$ cat src/rtl/ifmap_buffer_writer.sv
// Write-side controller for the ping-pong ifmap row buffers: packs a row-major pixel
// stream into POY x BUFW banks, zero-pads each row and hands complete banks to data_router.
module ifmap_buffer_writer #(
  parameter int DW    = 32,
  parameter int POY   = 3,
  parameter int BUFW  = 48,
  parameter int NBANK = 2,
  parameter int CW    = $clog2(BUFW),
  parameter int BLKW  = 16
) (
  input  logic             clk,
  input  logic             rst,
  input  logic             start,
  input  logic [CW:0]      cfg_cols,
  input  logic [BLKW-1:0]  cfg_blocks,
  input  logic             in_valid,
  output logic             in_ready,
  input  logic [DW-1:0]    in_data,
  output logic             wr_en,
  output logic [1:0]       wr_bank,
  output logic [1:0]       wr_row,
  output logic [CW-1:0]    wr_col,
  output logic [DW-1:0]    wr_data,
  output logic [NBANK-1:0] bank_full,
  input  logic             blkend,
  output logic [1:0]       rd_bank,
  output logic             busy,
  output logic             done,
  output logic             err_blkend
);

  localparam int BW = (NBANK > 1) ? $clog2(NBANK) : 1;

  localparam logic [1:0] S_IDLE = 2'd0;
  localparam logic [1:0] S_FILL = 2'd1;
  localparam logic [1:0] S_WAIT = 2'd2;
  localparam logic [1:0] S_FIN  = 2'd3;

  localparam logic [CW:0]   COLS_MAX = (CW+1)'(BUFW);
  localparam logic [1:0]    ROW_LAST = 2'(POY - 1);
  localparam logic [CW-1:0] COL_LAST = CW'(BUFW - 1);

  logic [1:0]       r_state;
  logic [CW:0]      r_cols_q;
  logic [BLKW-1:0]  r_blocks_left;
  logic [1:0]       r_row;
  logic [CW-1:0]    r_col;
  logic [BW-1:0]    r_wbank;
  logic [BW-1:0]    r_rd_bank;
  logic [BW-1:0]    r_set_bank;
  logic             r_set_pending;
  logic [NBANK-1:0] r_bank_full;
  logic             r_wr_en;
  logic [BW-1:0]    r_wr_bank;
  logic [1:0]       r_wr_row;
  logic [CW-1:0]    r_wr_col;
  logic [DW-1:0]    r_wr_data;
  logic             r_done;
  logic             r_err;

  logic [NBANK-1:0] w_set_vec;
  logic [NBANK-1:0] w_clr_vec;
  logic             w_wbank_full;
  logic             w_active;
  logic             w_in_col;
  logic             w_in_ready;
  logic             w_pad;
  logic             w_step;
  logic             w_blk_last;
  logic             w_clr_hit;
  logic [CW:0]      w_cols_clamped;

  function automatic logic [BW-1:0] next_bank(input logic [BW-1:0] b);
    return (NBANK == 1) ? '0 : b + BW'(1);
  endfunction

  // NOTE: every always_comb output gets a default first, so no path can infer a latch.
  always_comb begin
    w_set_vec = '0;
    if (r_set_pending) w_set_vec[r_set_bank] = 1'b1;
    w_clr_vec = '0;
    if (blkend && r_bank_full[r_rd_bank]) w_clr_vec[r_rd_bank] = 1'b1;
    // A block whose flag is still in flight must already count as full for the writer.
    w_wbank_full   = r_bank_full[r_wbank] || (r_set_pending && (r_set_bank == r_wbank));
    w_active       = (r_state == S_FILL) && !w_wbank_full;
    w_in_col       = {1'b0, r_col} < r_cols_q;
    w_in_ready     = w_active && w_in_col;
    w_pad          = w_active && !w_in_col;
    w_step         = w_pad || (w_in_ready && in_valid);
    w_blk_last     = (r_row == ROW_LAST) && (r_col == COL_LAST);
    w_clr_hit      = w_clr_vec[r_wbank];
    w_cols_clamped = ((cfg_cols == '0) || (cfg_cols > COLS_MAX)) ? COLS_MAX : cfg_cols;
  end

  // NOTE: sequential state uses non-blocking assignments so every register sees pre-edge values.
  always_ff @(posedge clk) begin
    if (rst) begin
      r_state       <= S_IDLE;
      r_cols_q      <= '0;
      r_blocks_left <= '0;
      r_row         <= '0;
      r_col         <= '0;
      r_wbank       <= '0;
      r_rd_bank     <= '0;
      r_set_bank    <= '0;
      r_set_pending <= 1'b0;
      r_bank_full   <= '0;
      r_wr_en       <= 1'b0;
      r_wr_bank     <= '0;
      r_wr_row      <= '0;
      r_wr_col      <= '0;
      r_wr_data     <= '0;
      r_done        <= 1'b0;
      r_err         <= 1'b0;
    end else begin
      r_wr_en       <= w_step;
      r_done        <= (r_state == S_FIN);
      r_set_pending <= w_step && w_blk_last;
      // Set and clear always hit different flags (empty vs full bank), so both apply.
      r_bank_full   <= (r_bank_full | w_set_vec) & ~w_clr_vec;
      if (w_clr_vec != '0) r_rd_bank <= next_bank(r_rd_bank);
      if (blkend && !r_bank_full[r_rd_bank]) r_err <= 1'b1;

      if (w_step) begin
        r_wr_bank  <= r_wbank;
        r_wr_row   <= r_row;
        r_wr_col   <= r_col;
        r_wr_data  <= w_pad ? '0 : in_data;
        r_set_bank <= r_wbank;
        if (r_col == COL_LAST) begin
          r_col <= '0;
          r_row <= w_blk_last ? 2'd0 : r_row + 2'd1;
        end else begin
          r_col <= r_col + CW'(1);
        end
      end

      case (r_state)
        S_IDLE: begin
          if (start) begin
            r_cols_q      <= w_cols_clamped;
            r_blocks_left <= cfg_blocks;
            r_row         <= '0;
            r_col         <= '0;
            r_state       <= (cfg_blocks == '0) ? S_FIN : S_FILL;
          end
        end
        S_FILL: begin
          if (w_step && w_blk_last) begin
            r_wbank       <= next_bank(r_wbank);
            r_blocks_left <= r_blocks_left - BLKW'(1);
            r_state       <= (r_blocks_left == BLKW'(1)) ? S_FIN : S_FILL;
          end else if (w_wbank_full) begin
            r_state <= S_WAIT;
          end
        end
        S_WAIT: begin
          if (!w_wbank_full || w_clr_hit) r_state <= S_FILL;
        end
        S_FIN:   r_state <= S_IDLE;
        default: r_state <= S_IDLE;
      endcase
    end
  end

  assign in_ready   = w_in_ready;
  assign wr_en      = r_wr_en;
  assign wr_bank    = 2'(r_wr_bank);
  assign wr_row     = r_wr_row;
  assign wr_col     = r_wr_col;
  assign wr_data    = r_wr_data;
  assign bank_full  = r_bank_full;
  assign rd_bank    = 2'(r_rd_bank);
  assign busy       = (r_state != S_IDLE);
  assign done       = r_done;
  assign err_blkend = r_err;

endmodule

$ cat config.mk
export PLATFORM = sky130hd
export DESIGN_NAME = ifmap_buffer_writer
export DESIGN_NICKNAME = d
export VERILOG_FILES = /design/src/rtl/ifmap_buffer_writer.sv
export SDC_FILE = /design/constraint.sdc
export NUM_CORES = 1
export LEC_CHECK = 0
export CORE_ASPECT_RATIO = 0.8
export CORE_UTILIZATION = 45
export DETAILED_ROUTE_END_ITERATION = 10
export PLACE_DENSITY_LB_ADDON = 0.08
export SYNTH_ARGS = -nofsm -noshare
export SYNTH_HDL_FRONTEND = slang
export SYNTH_SLANG_ARGS = --single-unit
$ cat constraint.sdc
create_clock -name clk -period 2.5 [get_ports clk]
set_input_delay 0.25 -clock clk [delete_from_list [all_inputs] [get_ports clk]]
set_output_delay 0.25 -clock clk [all_outputs]
set_load 0.005 [all_outputs]
==> results of run 1 <==
==> report_power, final <==
| part | leakage (nW) | internal, mW | switching [mW] |
|---|---|---|---|
| Sequential | 0.666 | 1.35 | 0.0370 |
| Clock | 0.0832 | 0.449 | 0.461 |
| Combinational | 1.08 | 0.264 | 0.265 |
==> cell type report <==
cell class,count,area share [%]
tap,108,2.652
inverter,12,0.8839
timing repair buffer,121,23.57
clock buffer,9,2.431
clock inverter,5,1.129
sequential,82,32.24
multi-input combinational,324,37.10
==> cells by family (layout without fill, tap and decap cells) <==
logic type | after synthesis | in the layout
adder cells (fa/ha/maj) | 8 | 8
buffers and inverters | 41 | 147
other | 1 | 2
AND/OR/NAND/NOR | 183 | 183
flip-flops | 82 | 82
multiplexers | 2 | 2
XOR/XNOR | 5 | 5
AO/OA/AOI/OAI | 124 | 124
==> flip-flops by register name (all words and copies together), names as in the netlist <==
name / count
wr_col: 6
r_row: 2
wr_en: 1
r_col: 6
r_rd_bank: 1
done: 1
r_blocks_left: 16
r_wr_bank: 1
r_wbank: 1
wr_row: 2
r_state: 2
err_blkend: 1
r_set_pending: 1
bank_full: 2
wr_data: 32
r_cols_q: 7
==> through the flow <==
stage | cells | total power, mW | cell area (um^2) | utilization (%)
final | 661 | 2.831 | 5096 | 64.43
after global routing | 661 | 2.966 | 5096 | 64.43
after CTS | 659 | 2.859 | 5061 | 63.98
after detailed placement | 644 | 1.935 | 4862 | 61.47
after global placement | 644 | 1.928 | 4862 | 61.47
after floorplan | 447 | 1.707 | 3680 | -
==> what timing repair did <==
item                                    4_1_cts  5_1_grt
resized for setup                             2        6
pin swaps                                     1        2
endpoints found under the setup margin        1       15
setup buffers                                 1        2
==> cell usage after synthesis, types with 3 or more instances <==
cell type	n
nor3_1	12
nand2b_1	11
a21o_1	5
clkbuf_1	13
nor4_1	8
buf_4	4
buf_2	11
ha_1	8
nand2_1	41
and2_1	4
nand3_1	8
o21ai_0	23
inv_1	12
or3_1	3
nor2_1	70
a31oi_1	3
a22oi_1	35
a211oi_1	7
or2_0	3
dfxtp_1	82
a21oi_1	39
xor2_1	3
==> critical path, cell delays in order (launching register included) <==
cell      delay, ns
dfxtp_1        0.32
inv_1          0.05
ha_1           0.30
a211oi_2       0.07
or3_1          0.37
o211ai_1       0.18
buf_4          0.18
nand2_1        0.09
o21ai_0        0.50
nor2_1         0.10
==> routing by layer <==
metal | track usage [%] | wire length (um)
met2 | 36.24 | 4352
met5 | 0 | 0
met1 | 28.62 | 4203
met4 | 5.890 | 107
met3 | 5.471 | 511
==> path summary, 6_finish.rpt <==
| check | startpoint | end | slack (ns) | depth (start not counted) |
|---|---|---|---|---|
| setup reg to reg | r_cols_q[4] | r_col[0] | 0.19 | 9 |
| hold / removal | rst | wr_data[30] | 0.41 | 2 |
| hold reg to reg | wr_col[3] | wr_col[3] | 0.47 | 2 |
| setup / recovery | r_cols_q[4] | r_col[0] | 0.19 | 9 |
==> flow_summary_export.csv, run 1 <==
group,metric,value,unit
cells_and_area,fillCellCount,708,
die,rows,29,
die,initial_utilization,46.47,%
die,die_w,103.1,um
drt,drc_errors,0,
cts,cts_sinks,82,
timing,fin_setup_tns,0,ns
drt,via_count,3518,
worst_setup_path,critPathCaptureType,"flop",
cts,cts_max_level,3,
timing,setup_violations,0,
drt,first_iter_violations,122,
global_route,grt_pass1_vias,3278,
synthesis,synth_top_family_by_area,"simple AND/OR/NAND/NOR gates",
cells_and_area,final_layout_size_suffix_gt1_share,7.957,%
die,die_h,82.84,um
cts,clock_path_buffers,2,
timing,period_share,92.21,%
die,die_area,8537,um^2
timing,fmax,433.8,MHz
min_path,hold_path.class,"primary input to flop",
drt,routed_via_density,5.322,
global_route,grt_usage,22.04,%
timing,finClkSkew,0.01804,ns
synthesis,synth_warnings,0,
cells_and_area,final_cell_mix,"clkdlybuf4s50_1 (106), dfxtp_1 (81), nor2_1 (70)",
cts,path_clk_slew,0.09,ns
timing,maxSlewHeadroom,58.73,%
place,place_congestion,0.9013,
place,dp_hpwl,6540,um
timing,slew_violations,0,
worst_setup_path,critPathRequiredTime,2.70,ns
synthesis,synth_top_flop_cell,"dfxtp_1",
synthesis,synth_cells,446,
die,design.core.area,7910,um^2
synthesis,synth_area_leaders,"dfxtp_1 (45%), a22oi_1 (7.1%), nor2_1 (7.1%)",
timing,report.final.hold_viol_count,0,
cells_and_area,synthToLayoutAreaGrowth,38.63,%
cts,holdBufCountCts,0,
synthesis,synth_seq_cells,82,
timing,worst_slew_pin_slew,0.6190,ns
drt,drtAntennaViolNets,0,
power,p_per_area,555.5,nW/um^2
synthesis,synth-compound-area-share,21.44,%
timing,setup_ws,0.1947,ns
worst_setup_path,path_class,"flop to flop",
synthesis,synthAdderAreaFrac,2.723,%
synthesis,async_reset_ff_share,0,%
synthesis,synthXorXnorAreaFrac,1.191,%
die,pin_count,111,
synthesis,syn_area,3676,um^2
synthesis,yosys.area_share.simple,24.37,%
timing,rsz0062_at_grt,"no",
cells_and_area,multi_input_area,1891,um^2
cells_and_area,layout.cells.most_common,"clkdlybuf4s50_1",
cells_and_area,diodes,0,
synthesis,synth_top_area_share,44.66,%
cts,cts_root_buf,"clkbuf_8",
synthesis,synthMuxAreaShare,0.5446,%
drt,detail_route.wl_per_cell,13.88,um
drt,first_pass_iters,4,
synthesis,seq_area_frac_synth,44.66,%
synthesis,synth_edf_count,0,
synthesis,avgSynthCellArea,8.242,um^2
synthesis,yosysTopAreaCell,"dfxtp_1",
synthesis,ys_types,55,
global_route,antenna_found_initial,0,
place,io_buffers,108,
global_route,grt_max_degree,44,
job,max_cap_viol_count,0,
timing,post-route-min-period,2.305,ns
cts,clkLatencyLatePin,0.34,ns
worst_setup_path,startpoint_type,"flop",
global_route,overflow,0,
global_route,grt_pass1_wl,15040,um
place,post-place-ws,0.1402,ns
power,p_leak,1.828,nW
cells_and_area,layout.nets,618,
cts,cts_buffers,9,
cells_and_area,seq_area,1643,um^2
timing,hold_ws,0.4111,ns
power,irDropWorstVdd,0.3547,mV
outcome,status,"finished, final reports clean",
worst_setup_path,crit_fanout,4,
drt,drt_wl_total,9175,um
worst_setup_path,arrival,2.51,ns
cts,cts_tree,"built",
(Power assumes the default switching activity.)
==> run 2: changes to the inputs <==
--- a/config.mk
+++ b/config.mk
@@ -8,6 +8,7 @@
 export CORE_ASPECT_RATIO = 0.8
 export CORE_UTILIZATION = 45
 export DETAILED_ROUTE_END_ITERATION = 10
+export GPL_TIMING_DRIVEN = 0
 export PLACE_DENSITY_LB_ADDON = 0.08
 export SYNTH_ARGS = -nofsm -noshare
 export SYNTH_HDL_FRONTEND = slang
==> run 2 against run 1 <==
- final cell count rose by 2.7%
- first-iteration DRC count up 20%
- setup slack got worse by 0.10 ns
- cell area is 0.32% higher
- hold slack got worse by 0.076 ns
- sequential share of layout area down 0.054 points
- non-clock buffer count increased by 16
- global-route usage increased by 1.6 points
==> flow_summary_export.csv, run 2 (synthesis results as in run 1) <==
group,metric,value,unit
die,die_h,82.84,um
worst_setup_path,slowest_stage,"clkdlybuf4s50_1",
timing,post-route-min-period,2.407,ns
global_route,grt_pass1_vias,3343,
timing,slew_violations,0,
power,p_per_area,553.9,nW/um^2
die,pin_count,111,
place,dp_hpwl,7107,um
worst_setup_path,path_class,"flop to primary output",
worst_setup_path,critPathRequiredTime,2.25,ns
cells_and_area,seq_area,1645,um^2
cts,cts_max_level,3,
timing,setup_violations,0,
power,p_leak,1.830,nW
die,die_w,103.1,um
cells_and_area,final_cell_mix,"clkdlybuf4s50_1 (107), dfxtp_1 (79), nor2_1 (70)",
die,initial_utilization,46.47,%
cts,cts_root_buf,"clkbuf_8",
cells_and_area,layout.nets,634,
cells_and_area,final_layout_size_suffix_gt1_share,8.932,%
power,irDropWorstVdd,0.2855,mV
cells_and_area,multi_input_area,1887,um^2
timing,report.final.hold_viol_count,0,
drt,detail_route.wl_per_cell,14.23,um
die,die_area,8537,um^2
worst_setup_path,critPathCaptureType,"primary output",
timing,period_share,96.27,%
timing,fin_setup_tns,0,ns
die,rows,29,
drt,drtAntennaViolNets,0,
drt,drc_errors,0,
worst_setup_path,crit_fanout,3,
cts,clkLatencyLatePin,0.36,ns
cells_and_area,layout.cells.most_common,"clkdlybuf4s50_1",
cells_and_area,diodes,0,
worst_setup_path,rrSetupSlack,0.18,ns
job,max_cap_viol_count,0,
worst_setup_path,crit_chain,"inv_1 -> ha_1 -> and4b_1 -> o21ai_2 -> nor2_1 -> nor3_1 -> clkdlybuf4s50_1",
cts,cts_buffers,9,
cts,path_clk_slew,0.08,ns
worst_setup_path,critPathBufInv,2,
drt,first_pass_iters,4,
place,post-place-ws,0.005528,ns
global_route,overflow,0,
drt,first_iter_violations,147,
place,place_congestion,0.8415,
global_route,grt_pass1_wl,15990,um
cts,cts_sinks,82,
power,total_power,2.832,mW
timing,fmax,415.5,MHz
global_route,grt_usage,23.69,%
drt,via_count,3569,
die,design.core.area,7910,um^2
min_path,hold_path.class,"primary input to flop",
worst_setup_path,critPathTopFamily,"buffers and inverters",
cells_and_area,fillCellCount,715,
worst_setup_path,max_stage_delay,0.53,ns
timing,worst_slew_pin_slew,0.6473,ns
global_route,antenna_found_initial,0,
outcome,status,"finished, final reports clean",
cts,cts_tree,"built",
timing,finClkSkew,0.01769,ns
cts,clock_path_buffers,2,
drt,routed_via_density,5.256,
cells_and_area,largest_reg_flops,32,
worst_setup_path,startpoint_type,"flop",
cells_and_area,synthToLayoutAreaGrowth,39.07,%
timing,setup_ws,0.09322,ns
global_route,grt_max_degree,17,
timing,maxSlewHeadroom,56.48,%
worst_setup_path,arrival,2.16,ns
drt,drt_wl_total,9661,um
place,io_buffers,107,
run 2: power breakdown:
part | switching [mW] | internal (mW)
clock network | 0.530 | 0.380
registers | 0.0375 | 1.35
logic | 0.273 | 0.256
total | 0.841 | 1.99
run 2: area by class of cell:
cell class,instances,area share [%]
plain buffers,29,2.717
clock buffers,9,2.423
clock inverters,7,1.150
inverters,12,0.8811
multi-input cells,324,36.91
flip-flops and latches,82,32.18
well taps,108,2.643
repair buffers,108,21.10
run 2: routing by layer:
metal | GRT usage, % | up-vias | share of wire [%]
met4 | 6.018 | 0 | 0.86
met1 | 32.96 | 1655 | 47
met5 | 0 | - | 0
met2 | 36.30 | 96 | 46
met3 | 6.313 | 8 | 6.3
li1 | - | 1810 | -
run 2: metrics by stage:
stage | hold WS, ns | util (%) | instance area [um^2] | cells
floorplan | 0.3586 | - | 3680 | 447
global placement | 0.4475 | 61.77 | 4886 | 662
detailed placement | 0.4519 | 61.77 | 4886 | 662
CTS | 0.3157 | 64.17 | 5076 | 678
global route | 0.3426 | 64.63 | 5112 | 679
finish | 0.3347 | 64.63 | 5112 | 679
run 2: worst register-to-register path, cell delays in order (launching register included):
cell	delay, ns
dfxtp_2	0.36
ha_1	0.31
a211oi_2	0.08
or3_1	0.38
o211ai_1	0.11
buf_4	0.17
nand2_1	0.21
o21ai_0	0.48
nor2_1	0.10
run 2: worst paths after layout:
path | from | to | cells past startpoint
setup / recovery | r_cols_q[4] | in_ready | 7
hold / removal | rst | wr_en | 2
setup reg to reg | r_col[4] | r_col[3] | 8
hold reg to reg | wr_col[5] | wr_col[5] | 2
run 2: what timing repair did:
item,4_1_cts,5_1_grt
hold buffers,0,0
resized for setup,3,9
pin swaps,0,1
buffers inserted,0,1
endpoints found under the setup margin,3,55
==> run 3: changes to the inputs <==
--- a/config.mk
+++ b/config.mk
@@ -6,7 +6,9 @@
 export NUM_CORES = 1
 export LEC_CHECK = 0
 export CORE_ASPECT_RATIO = 0.8
+export CORE_MARGIN = 4
 export CORE_UTILIZATION = 45
+export CTS_CLUSTER_DIAMETER = 40
 export DETAILED_ROUTE_END_ITERATION = 10
 export GPL_TIMING_DRIVEN = 0
 export PLACE_DENSITY_LB_ADDON = 0.08
==> run 3 against run 2 <==
- maximum frequency increased by 2.2%
- sequential share of layout area decreased by 0.52 points
- first-iteration DRC count increased by 4.8%
- total power increased by 6.6%
- largest cell class unchanged
- clock power increased by 19%
- critical endpoint unchanged
- largest power group unchanged
- via count increased by 2.4%
- combinational power increased by 3%
==> flow_summary_export.csv, run 3 (synthesis results as in run 1) <==
group,metric,value,unit
cells_and_area,synthToLayoutAreaGrowth,41.25,%
cts,cts_sinks,82,
timing,setup_violations,0,
die,die_area,9688,um^2
worst_setup_path,critPathTopFamily,"buffers and inverters",
job,max_cap_viol_count,0,
worst_setup_path,path_class,"flop to primary output",
die,rows,29,
timing,finClkSkew,0.01211,ns
die,die_h,88.84,um
die,die_w,109.1,um
worst_setup_path,startpoint_type,"flop",
cells_and_area,layout.cells.most_common,"clkdlybuf4s50_1",
cells_and_area,multi_input_area,1912,um^2
worst_setup_path,critPathCaptureType,"primary output",
drt,drtAntennaViolNets,0,
cells_and_area,final_cell_mix,"clkdlybuf4s50_1 (107), dfxtp_1 (80), nor2_1 (69)",
global_route,grt_usage,21.55,%
cells_and_area,layout.nets,635,
worst_setup_path,max_stage_delay,0.52,ns
timing,fin_setup_tns,0,ns
worst_setup_path,crit_fanout,2,
drt,routed_via_density,5.372,
drt,detail_route.wl_per_cell,15.12,um
place,io_buffers,107,
cells_and_area,final_layout_size_suffix_gt1_share,9.266,%
drt,drt_wl_total,10280,um
place,dp_hpwl,7590,um
worst_setup_path,critPathRequiredTime,2.25,ns
drt,via_count,3653,
worst_setup_path,slowest_stage,"clkdlybuf4s50_1",
worst_setup_path,cp-startpoint,"r_cols_q[4]",
cts,clkLatencyLatePin,0.35,ns
global_route,grt_max_degree,15,
cts,cts_buffers,9,
power,p_leak,1.859,nW
cts,holdBufCountCts,0,
global_route,antenna_found_initial,0,
die,design.core.area,7946,um^2
min_path,hold_start,"rst",
timing,post-route-min-period,2.356,ns
timing,setup_ws,0.1444,ns
cts,cts_root_buf,"clkbuf_8",
die,pin_count,111,
cells_and_area,diodes,0,
worst_setup_path,crit_chain,"inv_1 -> ha_1 -> a211oi_2 -> nor3_1 -> nor3_2 -> clkdlybuf4s50_1",
timing,slew_violations,0,
die,initial_utilization,46.26,%
cts,clock_path_buffers,2,
power,total_power,3.019,mW
power,irDropWorstVdd,0.3710,mV
timing,report.final.hold_viol_count,0,
worst_setup_path,critPathBufInv,2,
worst_setup_path,rr_startpoint,"r_cols_q[4]",
worst_setup_path,arrival,2.11,ns
drt,first_pass_iters,5,
min_path,hold_path.class,"primary input to flop",
drt,first_iter_violations,154,
drt,drc_errors,0,
cts,cts_max_level,3,
power,p_per_area,581.4,nW/um^2
cells_and_area,largest_reg_flops,32,
global_route,grt_pass1_vias,3408,
cts,cts_tree,"built",
timing,period_share,94.23,%
cells_and_area,seq_area,1644,um^2
place,post-place-ws,0.03740,ns
cells_and_area,fillCellCount,691,
timing,worst_slew_pin_slew,0.5322,ns
global_route,grt_pass1_wl,16510,um
outcome,status,"finished, final reports clean",
cts,path_clk_slew,0.09,ns
timing,maxSlewHeadroom,64.52,%
timing,fmax,424.5,MHz
place,place_congestion,0.8573,
global_route,overflow,0,
-- run 3: cell types whose count changed in the layout (fill, tap and decap cells not counted), moves of 2 or more --
cell	delta
inv_6	-3
buf_2	-2
buf_4	+2
bufinv_16	+2
-- run 3: repair_timing --
item | CTS | global route
resized for setup | 4 | 15
endpoints found under the setup margin | 6 | 50
setup buffers | 0 | 2
pin swaps | 2 | 1
-- run 3: path summary, 6_finish.rpt --
check,to,slack (ns),depth (start not counted)
worst max-delay path,in_ready,0.14,6
worst min-delay path,wr_en,0.31,2
worst max register to register,r_blocks_left[10],0.18,11
worst min register to register,wr_row[0],0.46,2
-- run 3: worst reg2reg max path, cell delays in order (launching register included) --
cell and delay, ns:
dfxtp_1 0.32, inv_1 0.05, ha_1 0.31, a211oi_2 0.08, or3_1 0.38, o211ai_1 0.11, buf_4 0.16, buf_4 0.12
a31oi_4 0.11, buf_4 0.22, or2_2 0.30, a21oi_1 0.11
-- run 3: layout make-up --
cell class | count | area share (%)
Multi-Input combinational cell | 324 | 36.82
Sequential cell | 82 | 31.66
Timing Repair Buffer | 109 | 20.92
Buffer | 29 | 2.771
Clock buffer | 11 | 2.723
Tap cell | 108 | 2.602
Clock inverter | 5 | 1.639
Inverter | 12 | 0.8675
-- run 3: power by group --
| part | switching [mW] | leakage, nW | internal (mW) |
|---|---|---|---|
| clock network | 0.487 | 0.110 | 0.596 |
| logic | 0.281 | 1.08 | 0.262 |
| registers | 0.0398 | 0.667 | 1.35 |
| total | 0.807 | 1.86 | 2.21 |
-- run 3: metrics by stage --
step / instance area (um^2) / std cells / util, % / hold slack (ns)
4_1_cts: 5125 / 678 / 64.49 / 0.2856
2_1_floorplan: 3680 / 447 / - / 0.3586
3_3_place_gp: 4886 / 662 / 61.49 / 0.4478
6_report: 5192 / 680 / 65.34 / 0.3076
3_5_place_dp: 4886 / 662 / 61.49 / 0.4488
5_1_grt: 5192 / 680 / 65.34 / 0.3080
-- run 3: routing by layer --
layer  share of wire [%]  vias to the layer above  track usage [%]
li1                    -                     1814                -
met1                  45                     1700            28.96
met2                  47                      123            33.44
met3                 7.4                       16            7.367
met4                 1.2                        0            5.275
met5                   0                        -                0
==> RTL change 1 (config.mk and constraints of run 1) <==
The parameter `BUFW` goes from 48 to 96.
--- a/src/rtl/ifmap_buffer_writer.sv
+++ b/src/rtl/ifmap_buffer_writer.sv
@@ -5,3 +5,3 @@
   parameter int POY   = 3,
-  parameter int BUFW  = 48,
+  parameter int BUFW  = 96,
   parameter int NBANK = 2,
Ports: changed (resized cfg_cols and wr_col); port bits go from 111 to 113. The function was not compared with the original's and may differ.
==> RTL change 1 against run 1 <==
  * Routed wire length rose by 9.5%
  * Design area rose by 3.8%
  * Area after synthesis rose by 4.1%
  * Worst setup slack got worse by 34 ps
  * Total power rose by 7.4%
  * Critical path depth fell by 1
  * Count of clock-buffer cells in the layout rose by 1
  * Sequential cell count rose by 3
  * Critical endpoint is now r_blocks_left[1]$_SDFFE_PP0P_
  * Largest power group unchanged
==> RTL change 1: results <==
group,metric,value,unit
power_and_ir_drop,p_int,2.13,mW
worst_setup_path,r2r_start,"r_col[0]$_SDFF_PP0_",
layout,nNetsFinal,628,
worst_setup_path,r2r_cells,8,
place,place_ws,207,ps
worst_setup_path,crit_start,"r_col[0]$_SDFF_PP0_",
sta,period_minus_slack,2340,ps
logic_synthesis,ys_types,53,
route,drt-initial-drc-count,180,
place,place_congestion,0.844,
run_status,status,"completed",
logic_synthesis,yosys-top-cells-count,"dfxtp_1, nor2_1, nand2_1",
worst_setup_path,timing.critical_path.to,"r_blocks_left[1]$_SDFFE_PP0P_",
route,via_per_inst,5.44,
global_routing,grtUsageMet1,0.298,
global_routing,grt_use_met3,0.0598,
place,dpl.hpwl,7.07,mm
layout,fillers,703,
hold_path,hold_path_end,"r_blocks_left[9]$_SDFFE_PP0P_",
layout,seqCellArea,1710,µm²
worst_setup_path,slowest_delay,440,ps
layout,instances_no_fill,671,
route,wl_per_cell,15.0,µm
power_and_ir_drop,p_clk,0.930,mW
logic_synthesis,synthTopCellsByArea,"dfxtp_1, a22oi_1, nor2_1",
sta,hold_ws,345,ps
power_and_ir_drop,irDropWorstVdd,0.000290,V
place,dp.cells,654,
power_and_ir_drop,p_comb,0.654,mW
logic_synthesis,synthCells,454,
global_routing,grt_pass1_vias,3356,
route,wl_met2,4.79,mm
worst_setup_path,cp_slowest_cell,"dfxtp_1",
layout,drive_gt1_frac,0.0817,
worst_setup_path,cp.arrival,2560,ps
sta,relSlewSlack,0.567,
place,numPortBuffers,110,
logic_synthesis,ys_seq_area_frac,0.445,
global_routing,grt_start_max_net_pins,55,
-- RTL change 1: cell types whose count changed in the layout (fill, tap and decap cells not counted), sizes merged, moves of 4 or more --
cell / change
nand2b: -4
mux2i: +4
nor2: -5
a21oi: -4
a22o: +5
a21o: -5
-- RTL change 1: kinds of logic after synthesis --
kind of cell,count (synthesis),synth area share
flip-flops,85,0.445
buffers and inverters,43,0.0478
AND/OR/NAND/NOR,181,0.232
AO/OA/AOI/OAI,126,0.222
other,1,0.000980
XOR/XNOR,2,0.00458
adder cells (fa/ha/maj),9,0.0294
multiplexers,7,0.0186
-- RTL change 1: area by class of cell --
cell class              instances  share of cell area
clock inverters                 6             0.00993
repair buffers                123               0.233
clock buffers                  10              0.0260
inverters                      12             0.00851
flip-flops and latches         85               0.323
well taps                     108              0.0255
multi-input cells             327               0.374
-- RTL change 1: timing repair --
item | CTS | global route
gates cloned | 0 | 0
endpoints found under the setup margin | 1 | 1
setup buffers | 0 | 1
pin swaps | 0 | 3
gates resized for setup | 2 | 6
==> RTL change 2 (config.mk and constraints of run 1) <==
Without the edit above. Make the reset (`rst`) asynchronous in one clocked block.
--- a/src/rtl/ifmap_buffer_writer.sv
+++ b/src/rtl/ifmap_buffer_writer.sv
@@ -95,3 +95,3 @@
   // NOTE: sequential state uses non-blocking assignments so every register sees pre-edge values.
-  always_ff @(posedge clk) begin
+  always_ff @(posedge clk or posedge rst) begin
     if (rst) begin
Behaviour: differs if rst is asserted again (counterexample within 4 cycles, from zero or initial values and one cycle with rst high); with rst held inactive, the same outputs for 10 cycles.
==> RTL change 2 against run 1 <==
  * Clock skew down 11 ps
  * Area after synthesis is 4.8% higher
  * Routed wire length is 3.1% higher
  * Worst setup slack improved by 64 ps
  * Critical endpoint is now r_blocks_left[1]$_DFFE_PP0P_
  * Sequential cell count is the same
  * Largest cell class is now sequential cells
  * Design area rose by 3.6%
  * Count of clock-buffer cells in the layout rose by 1
  * Worst hold slack worse by 96 ps
  * Via count shrank 5.9%
  * Critical path type unchanged
Power is not compared: it rests on default switching activity, and its combinational part moved more than twofold at a synthesized area within 25%.
==> RTL change 2: results <==
group,metric,value,unit
global_routing,grtUsageTotal,0.229,
clock_tree,clock_latency,360,ps
worst_setup_path,cp_max_fo,10,
layout,drive_gt1_frac,0.0957,
clock_tree,post_cts_resize_count,3,
layout,fin_util,0.650,
worst_setup_path,r2r_start,"r_col[0]$_DFF_PP0_",
logic_synthesis,ys_seq_area_frac,0.533,
worst_setup_path,reg2reg_to,"r_blocks_left[1]$_DFFE_PP0P_",
global_routing,grt_pass1_wl,15.9,mm
worst_setup_path,cp.arrival,2480,ps
clock_tree,postCtsSetupBuffers,2,
route,via_per_inst,5.53,
worst_setup_path,r2r_slack,260,ps
sta,worstMarginPinSlew,735,ps
sta,finClkSkew,7.34,ps
global_routing,grt_pass1_vias,3166,
run_status,status,"completed",
global_routing,met2_usage,0.340,
place,dpl_cell_area,5070,µm²
place,place_congestion,0.861,
layout,nNetsFinal,554,
layout,inverters,16,
layout,instances_no_fill,599,
layout,nClkBuffers,10,
worst_setup_path,slowest_delay,470,ps
global_routing,grtUsageMet1,0.327,
sta,period_share,0.896,
layout,clk_share,0.0339,
place,dpl.hpwl,6.76,mm
layout,multi_input_area_share,0.313,
layout,buf_share,0.227,
logic_synthesis,yosys-top-cells-count,"dfrtp_1, nand2_1, a22o_1",
logic_synthesis,ys_types,59,
RTL change 2: logic make-up (layout without fill, tap and decap cells):
logic type | count (synthesis) | in the layout | synth area share
and+or+nand+nor | 130 | 130 | 0.166
other | 1 | 2 | 0.000973
muxes | 5 | 5 | 0.0133
DFF | 82 | 82 | 0.533
xor gates and xnor gates | 4 | 4 | 0.00910
buffers and inverters | 38 | 154 | 0.0464
adders and majority gates | 8 | 8 | 0.0260
AOI/OAI and AO/OA | 106 | 106 | 0.206
RTL change 2: routing by layer:
metal  vias up  routed length, µm
li1       1579                  -
met1      1619               4540
met2       102               4210
met3        10                587
met4         0                121
met5         -                  0
RTL change 2: power by group:
group | internal (mW) | total [mW] | leakage (nW) | switching [mW]
Combinational | 1.33 | 2.48 | 1.19 | 1.15
Clock | 0.373 | 0.890 | 0.0810 | 0.517
Sequential | 1.82 | 2.19 | 1.02 | 0.363
